$ cat src/rtl/ps2_host_tx_if.sv
// Host-side command interface of the PS/2 transmitter: byte handshake plus transfer status.
interface ps2_host_tx_if;
    logic [7:0] tx_data;
    logic       tx_valid;
    logic       tx_ready;
    logic       busy;
    logic       done;
    logic       ack_err;
    logic       timeout_err;

    modport master (
        output tx_data, tx_valid,
        input  tx_ready, busy, done, ack_err, timeout_err
    );

    modport slave (
        input  tx_data, tx_valid,
        output tx_ready, busy, done, ack_err, timeout_err
    );
endinterface

$ cat src/rtl/ps2_host_tx.sv
// Host-to-device PS/2 transmitter driving open-collector clock/data enables.
// Optional transfer watchdog enabled by defining PS2_TX_TIMEOUT_EN.
module ps2_host_tx #(
    parameter int unsigned INHIBIT_CYCLES = 5000,
    parameter int unsigned TIMEOUT_CYCLES = 750000
) (
    input  logic         Clk,
    input  logic         Reset,
    ps2_host_tx_if.slave host,
    input  logic         ps2_nclk,
    input  logic         ndata,
    output logic         clk_oe,
    output logic         data_oe
);

    localparam int unsigned InhW = (INHIBIT_CYCLES > 1) ? $clog2(INHIBIT_CYCLES) : 1;
    localparam logic [InhW-1:0] InhLast = InhW'(INHIBIT_CYCLES - 1);

    typedef enum logic [2:0] {
        StIdle,
        StInhibit,
        StRts,
        StSend,
        StAck,
        StWaitIdle
    } state_e;

    state_e          state_q, state_d;
    logic [7:0]      data_q, data_d;
    logic            parity_q, parity_d;
    logic [3:0]      bit_cnt_q, bit_cnt_d;
    logic [InhW-1:0] inh_cnt_q, inh_cnt_d;
    logic            data_oe_q, data_oe_d;
    logic            ack_err_q, ack_err_d;
    logic            done;

    logic clk_meta_q, clk_sync_q, clk_prev_q;
    logic data_meta_q, data_sync_q;
    logic fall;

    // Lines idle high, so the synchronisers reset to 1 to avoid a false fall.
    always_ff @(posedge Clk) begin
        if (Reset) begin
            clk_meta_q  <= 1'b1;
            clk_sync_q  <= 1'b1;
            clk_prev_q  <= 1'b1;
            data_meta_q <= 1'b1;
            data_sync_q <= 1'b1;
        end else begin
            clk_meta_q  <= ps2_nclk;
            clk_sync_q  <= clk_meta_q;
            clk_prev_q  <= clk_sync_q;
            data_meta_q <= ndata;
            data_sync_q <= data_meta_q;
        end
    end

    assign fall = clk_prev_q & ~clk_sync_q;

`ifdef PS2_TX_TIMEOUT_EN
    localparam int unsigned ToutW = (TIMEOUT_CYCLES > 1) ? $clog2(TIMEOUT_CYCLES) : 1;
    localparam logic [ToutW-1:0] ToutLast = ToutW'(TIMEOUT_CYCLES - 1);

    logic [ToutW-1:0] tout_cnt_q, tout_cnt_d;
    logic             tout_err_q, tout_err_d;
    logic             tout_now;
`endif

    always_comb begin
        state_d   = state_q;
        data_d    = data_q;
        parity_d  = parity_q;
        bit_cnt_d = bit_cnt_q;
        inh_cnt_d = inh_cnt_q;
        data_oe_d = data_oe_q;
        ack_err_d = ack_err_q;
        done      = 1'b0;
`ifdef PS2_TX_TIMEOUT_EN
        tout_cnt_d = tout_cnt_q;
        tout_err_d = tout_err_q;
        tout_now   = 1'b0;
`endif

        unique case (state_q)
            StIdle: begin
                if (host.tx_valid) begin
                    data_d    = host.tx_data;
                    parity_d  = ~^host.tx_data;
                    ack_err_d = 1'b0;
                    bit_cnt_d = '0;
                    inh_cnt_d = '0;
                    data_oe_d = 1'b0;
`ifdef PS2_TX_TIMEOUT_EN
                    tout_err_d = 1'b0;
`endif
                    state_d   = StInhibit;
                end
            end
            StInhibit: begin
                if (inh_cnt_q == InhLast) begin
                    data_oe_d = 1'b1;
                    state_d   = StRts;
                end else begin
                    inh_cnt_d = inh_cnt_q + 1'b1;
                end
            end
            StRts: begin
`ifdef PS2_TX_TIMEOUT_EN
                tout_cnt_d = '0;
`endif
                state_d = StSend;
            end
            StSend: begin
                // bit_cnt_q holds the number of falls already seen in this frame.
                if (fall) begin
                    bit_cnt_d = bit_cnt_q + 1'b1;
                    if (bit_cnt_q < 4'd8) begin
                        data_oe_d = ~data_q[bit_cnt_q[2:0]];
                    end else if (bit_cnt_q == 4'd8) begin
                        data_oe_d = ~parity_q;
                    end else begin
                        data_oe_d = 1'b0;
                        state_d   = StAck;
                    end
                end
            end
            StAck: begin
                if (fall) begin
                    ack_err_d = data_sync_q;
                    state_d   = StWaitIdle;
                end
            end
            StWaitIdle: begin
                if (clk_sync_q && data_sync_q) begin
                    done    = 1'b1;
                    state_d = StIdle;
                end
            end
            default: state_d = StIdle;
        endcase

`ifdef PS2_TX_TIMEOUT_EN
        // Normal completion in the same cycle takes priority over the watchdog.
        if (state_q inside {StSend, StAck, StWaitIdle}) begin
            if (tout_cnt_q == ToutLast) begin
                if (!done) begin
                    tout_now   = 1'b1;
                    tout_err_d = 1'b1;
                    done       = 1'b1;
                    data_oe_d  = 1'b0;
                    state_d    = StIdle;
                end
            end else begin
                tout_cnt_d = tout_cnt_q + 1'b1;
            end
        end
`endif
    end

    always_ff @(posedge Clk) begin
        if (Reset) begin
            state_q   <= StIdle;
            data_q    <= '0;
            parity_q  <= 1'b0;
            bit_cnt_q <= '0;
            inh_cnt_q <= '0;
            data_oe_q <= 1'b0;
            ack_err_q <= 1'b0;
        end else begin
            state_q   <= state_d;
            data_q    <= data_d;
            parity_q  <= parity_d;
            bit_cnt_q <= bit_cnt_d;
            inh_cnt_q <= inh_cnt_d;
            data_oe_q <= data_oe_d;
            ack_err_q <= ack_err_d;
        end
    end

`ifdef PS2_TX_TIMEOUT_EN
    always_ff @(posedge Clk) begin
        if (Reset) begin
            tout_cnt_q <= '0;
            tout_err_q <= 1'b0;
        end else begin
            tout_cnt_q <= tout_cnt_d;
            tout_err_q <= tout_err_d;
        end
    end

    assign host.timeout_err = tout_err_q | tout_now;
`else
    logic unused_timeout;
    assign unused_timeout   = ^TIMEOUT_CYCLES;
    assign host.timeout_err = 1'b0;
`endif

    assign clk_oe        = (state_q == StInhibit) || (state_q == StRts);
    assign data_oe       = data_oe_q;
    assign host.busy     = (state_q != StIdle);
    assign host.tx_ready = (state_q == StIdle);
    assign host.done     = done;
    assign host.ack_err  = ack_err_q;

endmodule

$ cat src/flat_wrapper.sv
// flat-port wrapper written by rule: the top's interface ports become plain ports
module ps2_host_tx_flat 
#(
    parameter int unsigned INHIBIT_CYCLES = 5000,
    parameter int unsigned TIMEOUT_CYCLES = 750000
)
  (Clk, Reset, ps2_nclk, ndata, clk_oe, data_oe, host_tx_data, host_tx_valid, host_tx_ready, host_busy, host_done, host_ack_err, host_timeout_err);
  ps2_host_tx_if host_i ();
  input  logic Clk;
  input  logic Reset;
  input  logic ps2_nclk;
  input  logic ndata;
  output logic clk_oe;
  output logic data_oe;
  input wire logic [$bits(host_i.tx_data)-1:0] host_tx_data;
  input wire logic [$bits(host_i.tx_valid)-1:0] host_tx_valid;
  output wire logic [$bits(host_i.tx_ready)-1:0] host_tx_ready;
  output wire logic [$bits(host_i.busy)-1:0] host_busy;
  output wire logic [$bits(host_i.done)-1:0] host_done;
  output wire logic [$bits(host_i.ack_err)-1:0] host_ack_err;
  output wire logic [$bits(host_i.timeout_err)-1:0] host_timeout_err;
  assign host_i.tx_data = host_tx_data;
  assign host_i.tx_valid = host_tx_valid;
  assign host_tx_ready = host_i.tx_ready;
  assign host_busy = host_i.busy;
  assign host_done = host_i.done;
  assign host_ack_err = host_i.ack_err;
  assign host_timeout_err = host_i.timeout_err;
  ps2_host_tx #(.INHIBIT_CYCLES(INHIBIT_CYCLES), .TIMEOUT_CYCLES(TIMEOUT_CYCLES)) u_core (.Clk(Clk), .Reset(Reset), .host(host_i), .ps2_nclk(ps2_nclk), .ndata(ndata), .clk_oe(clk_oe), .data_oe(data_oe));
endmodule
$ cat config.mk
export PLATFORM = sky130hd
export DESIGN_NAME = ps2_host_tx_flat
export DESIGN_NICKNAME = d
export VERILOG_FILES = /design/src/rtl/ps2_host_tx_if.sv /design/src/rtl/ps2_host_tx.sv /design/src/flat_wrapper.sv
export SDC_FILE = /design/constraint.sdc
export NUM_CORES = 1
export LEC_CHECK = 0
export CORE_ASPECT_RATIO = 1.5
export CORE_MARGIN = 2
export CORE_UTILIZATION = 35
export DETAILED_ROUTE_END_ITERATION = 16
export HOLD_SLACK_MARGIN = 0.1
export PLACE_DENSITY = 0.67
export SLEW_MARGIN = 15
export SYNTH_ARGS = -nofsm -noshare
export SYNTH_HDL_FRONTEND = slang
export SYNTH_SLANG_ARGS = --single-unit
$ cat constraint.sdc
create_clock -name Clk -period 1.59 [get_ports Clk]
set_input_delay 0.318 -clock Clk [delete_from_list [all_inputs] [get_ports Clk]]
set_output_delay 0.318 -clock Clk [all_outputs]
set_load 0.01 [all_outputs]
Word level (Yosys, flattened, before mapping)
Index checks and enable logic that the tools add are counted.

Register bits: 36. Output and inout bits: 7.

Add/sub/neg operators: 2. $lt $le $gt $ge: 2. Eq/ne operators: 15. Multiplexer cells: 26. Bitwise logic cells: 4. Reduce and logical (&&, ||, !) cells: 15.

Operator list (number): $mux 13 (2); $pmux 13 s2 (1); $mux 3 (7); $pmux 3 s6 (1); $add 13x1->13 const B (1); $eq 13x13->1 const B (1); $mux 1 (9); $reduce_and 3->1 (3); $mux 4 (2); $ne 2x1->1 const B (4); $ne 2x2->1 const B (4); $pmux 4 s2 (1); $reduce_xnor 8->1 (1); $reduce_and 7->1 (1); $eq 3x2->1 const B (2); $eq 3x3->1 const B (2); $reduce_bool 2->1 (3); $reduce_bool 3->1 (2); $add 4x1->4 const B (1); $eq 4x4->1 const B (1); $lt 3x4->1 const B (1); $lt 4x4->1 const B (1); $reduce_and 4->1 (1); $bmux 1 s3 (1); 9 further kinds (11).

Logic depth before layout (Yosys ltp)
Word-level depth: 6. Depth in mapped cells: 9.

Worst setup path after synthesis
No wires, ideal clock.

Kind: reg2reg. Start point: reg u_core.inh_cnt_q[0]. End point: reg u_core.inh_cnt_q[0]. Library setup time: 0.135 ns. Data arrival time: 1.503 ns. Required time: 1.455 ns. Slack: -0.048 ns. Stages on the path, launching flop included: 9. Path buffers: 2. Cell sequence: dfxtp_1 ha_1 nand2_1 nand4b_1 a21oi_2 buf_6 buf_12 xor2_1 nor2_1.

Word-level cells in the longest chain between the ends: 3. Elaborated cells between the ends (all ways): 6. Those cells by class: add/sub (1); eq/ne (2); mux (2); reduce/logical (1).

Ends and longest elaborated chain: start: declaration (line ps2_host_tx.sv:32) `logic [InhW-1:0] inh_cnt_q, inh_cnt_d;`; start signal: assignment (line ps2_host_tx.sv:174) `inh_cnt_q <= inh_cnt_d;`; $add 13x1->13 / $eq 13x13->1 (equally long branches) (line ps2_host_tx.sv:104, ps2_host_tx.sv:100); $mux 13 / $ne 2x2->1 (equally long branches); $pmux 13 s2 / $reduce_and 3->1 (equally long branches).

Parallel ways exist; a longest one is shown, timed or not. The select of a mux whose other input is x is not followed. A chain may end at the register's enable or synchronous reset.

Worst setup path in the final report
Start point: reg u_core.inh_cnt_q[1]. End point: reg u_core.inh_cnt_q[11].

Same word-level chain as after synthesis.

==> impl_results.md <==
- Ys Warns: 0
- Failing checks: setup timing
- Area share of and/or/nand/nor cells after synthesis: 26.5%
- Longest Clk Path Bufs: 2
- Period utilisation layout: 102%
- Worst Hold Slack: 421 ps
- Cell Rows: 31
- DP HPWL: 3.15 mm
- Most instantiated library cell after synthesis: dfxtp_1
- Via count: 1739
- Commonest register cell after synthesis: dfxtp_1
- R2R depth: 6
- Worst-path fanout max: 7
- Setup violators final: 1
- Synth top area share: 40.1%
- Worst min-delay path startpoint: u_core.clk_meta_q
- Final Skew: 4.87 ps
- Port Buf Inserts: 18
- Routability congestion estimate from global placement: 0.844
- Initial antenna violation count: 0
- Post-Synth XOR/XNOR Area: 5.36%
- WP data arrival: 1850 ps
- Post-synthesis adder-cell area fraction: 1.39%
- CTS tree: built
- Reg-to-reg endpoint: u_core.inh_cnt_q[11]
- Total grt overflow: 0
- CP Data Required Time: 1820 ps
- Final Critical Period: 1620 ps
- Die ar.: 5730 sq um
- Worst-Skew Late Latency: 290 ps
- TritonRoute pass-1 iters: 4
- Seq cells post-synth: 36
- Ports: 20
- Sequential share of the synthesized area: 40.1%
- H-Tree Depth: 2
- LEAKAGE: 0.923 nW
- Die width: 62.5 um
- Inserted Clock Buffers: 5
- Worst min path class: reg -> reg
- Nets@finish: 283
- Share of layout cells above drive strength 1: 37.2%
- Syn avg cell area: 8.40 sq um
- Core Region: 4890 sq um
- Synth top area cells: dfxtp_1 40%, nand2_1 6.9%, a21oi_1 5.6%
- Final ANT Viol Nets: 0
- Mux share of post-synthesis cell area: 3.06%
- PD cells: 1200 nW/um^2
- Root cell of the clock tree: clkbuf_8
- Area grow syn2layout: 41.8%
- Largest family of logic cells by synthesized area: simple AND/OR/NAND/NOR gates
- Drt via density: 5.19
- Hold endpoint: u_core.clk_sync_q
- Pin count of the biggest net entering global routing: 18
- Critical Path Source Type: flip-flop
- # diodes: 0
- Total power: 3.06 mW
- Final WL: 4.27 mm
- Post-Syn Nets: 229
- Gr usage total: 16.3%
- Crit end category: flip-flop
- EDFF count, synth: 0
- Maxcap violations: 0
- Area leader, netlist: dfxtp_1
- Final Hold Viols: 0
- Initial drt markers: 39
- Post-synth ARST share: 0%
- R2R setup slack: -30 ps
- WL/cell: 12.7 um
- FMAX: 616 MHz
- Distinct cell type count after synthesis: 46
- RSZ-0062 raised after global routing: yes
- Cell count after synthesis: 214
- Max Slew Vio Count: 0
- Worst setup margin: -32.3 ps
- Max IR drop VDD: 785 uV
- Vias in the first global route: 1735
- Synth cell count leaders: 36 x dfxtp_1, 33 x nand2_1, 20 x a21oi_1
- Outcome: complete, but fails checks
- Crit Path Class: reg -> reg
- DRC Markers: 0
- WHS Path Cells: 1
- FF-to-FF Start: u_core.inh_cnt_q[1]
- Post-synth design cell area: 1800 sq um
- Initial core utilization: 36.8%
- Compound-Gate Fraction of Synth Area: 18.0%
- First-pass GRT wire length: 7.47 mm
- TritonCTS Sinks: 36
- Die Height: 91.8 um
- Clock Pin Slew Worst Setup and Hold Paths: 70 ps
## cells in the final DEF (no fill, tap or decap), types with 2 or more instances in the layout
cell,instances
buf_4,39
dfxtp_1,26
nand3_1,2
nand2b_1,4
o22ai_1,2
a21oi_2,9
nand2_1,31
and2_1,2
o21ai_2,3
and3_1,4
mux4_2,2
or3_4,2
a21oi_4,2
or3_1,9
clkbuf_8,6
nand4b_1,3
buf_6,3
nand3b_1,2
xnor2_1,8
xor2_1,3
o21ai_0,3
nand4_1,5
dfxtp_2,10
nand2_4,2
a311oi_1,2
inv_1,2
nor3_1,2
or2_2,5
clkbuf_1,2
o21ai_1,5
nor2_1,8
inv_2,2
a21oi_1,17
clkdlybuf4s50_1,14
## sequential cells by signal (all words and copies together) (netlist names), 3 cells and up
name              flops
u_core.data_q         8
u_core.state_q        3
u_core.bit_cnt_q      4
u_core.inh_cnt_q     13
## critical path, stage by stage (launching register included)
cell and delay, ps:
dfxtp_2 320, ha_2 180, nand2_1 60, nand4b_1 200, a21oi_4 120, or4_1 540, a21oi_2 140
## per-stage QoR
step / setup WS [ps] / cell area (sq um) / std cells / TNS [ps] / util, %
after floorplan: -4.45 / 1800 / 214 / -4.45 / -
after global placement: -319 / 2300 / 325 / -3790 / 47.1
after detailed placement: -339 / 2300 / 325 / -4010 / 47.1
after CTS: -41.8 / 2480 / 333 / -240 / 50.7
after global routing: -142 / 2550 / 335 / -1390 / 52.1
final: -32.3 / 2550 / 335 / -32.3 / 52.1
## power by group
part	internal [mW]	switching, mW	total [mW]
Clock	0.354	0.330	0.684
Combinational	0.664	0.654	1.32
Sequential	1.00	0.0603	1.06
## worst max path at each step
stage,startpoint,to,slack [ps]
floorplan,u_core.inh_cnt_q[6],u_core.inh_cnt_q[0],-4
global placement,host_tx_valid,u_core.bit_cnt_q[3],-320
detailed placement,host_tx_valid,u_core.bit_cnt_q[3],-340
CTS,u_core.inh_cnt_q[11],u_core.inh_cnt_q[0],-40
global route,u_core.inh_cnt_q[11],u_core.inh_cnt_q[0],-140
finish,u_core.inh_cnt_q[1],u_core.inh_cnt_q[11],-30
## final cells by class
cell class                 instances  area, sq um
sequential                        36          733
tap                               66         82.6
multi-input combinational        160         1110
fill                             488         2340
timing repair buffer              60          505
inverter                           5         23.8
clock buffer                       8         90.1
## timing repair
action | in CTS | in global routing
endpoints found under the setup margin | 20 | 18
setup buffers | 0 | 2
pin swaps | 14 | 10
resized for setup | 34 | 17
hold buffers | 0 | 0
## kinds of logic (layout without fill, tap and decap cells)
logic type,after synthesis,in the layout
simple gates,91,91
buf+inv,18,73
flops,36,36
compound gates,52,52
xor+xnor,11,11
other cells,1,1
mux,3,3
fa+ha+maj,2,2
## metal layers
metal | routed length [um] | track usage, %
met1 | 1700 | 16.4
met2 | 2290 | 30.6
met4 | 138 | 9.44
met5 | 0 | 0
met3 | 134 | 3.07
Power figures use the tool's default switching activity.
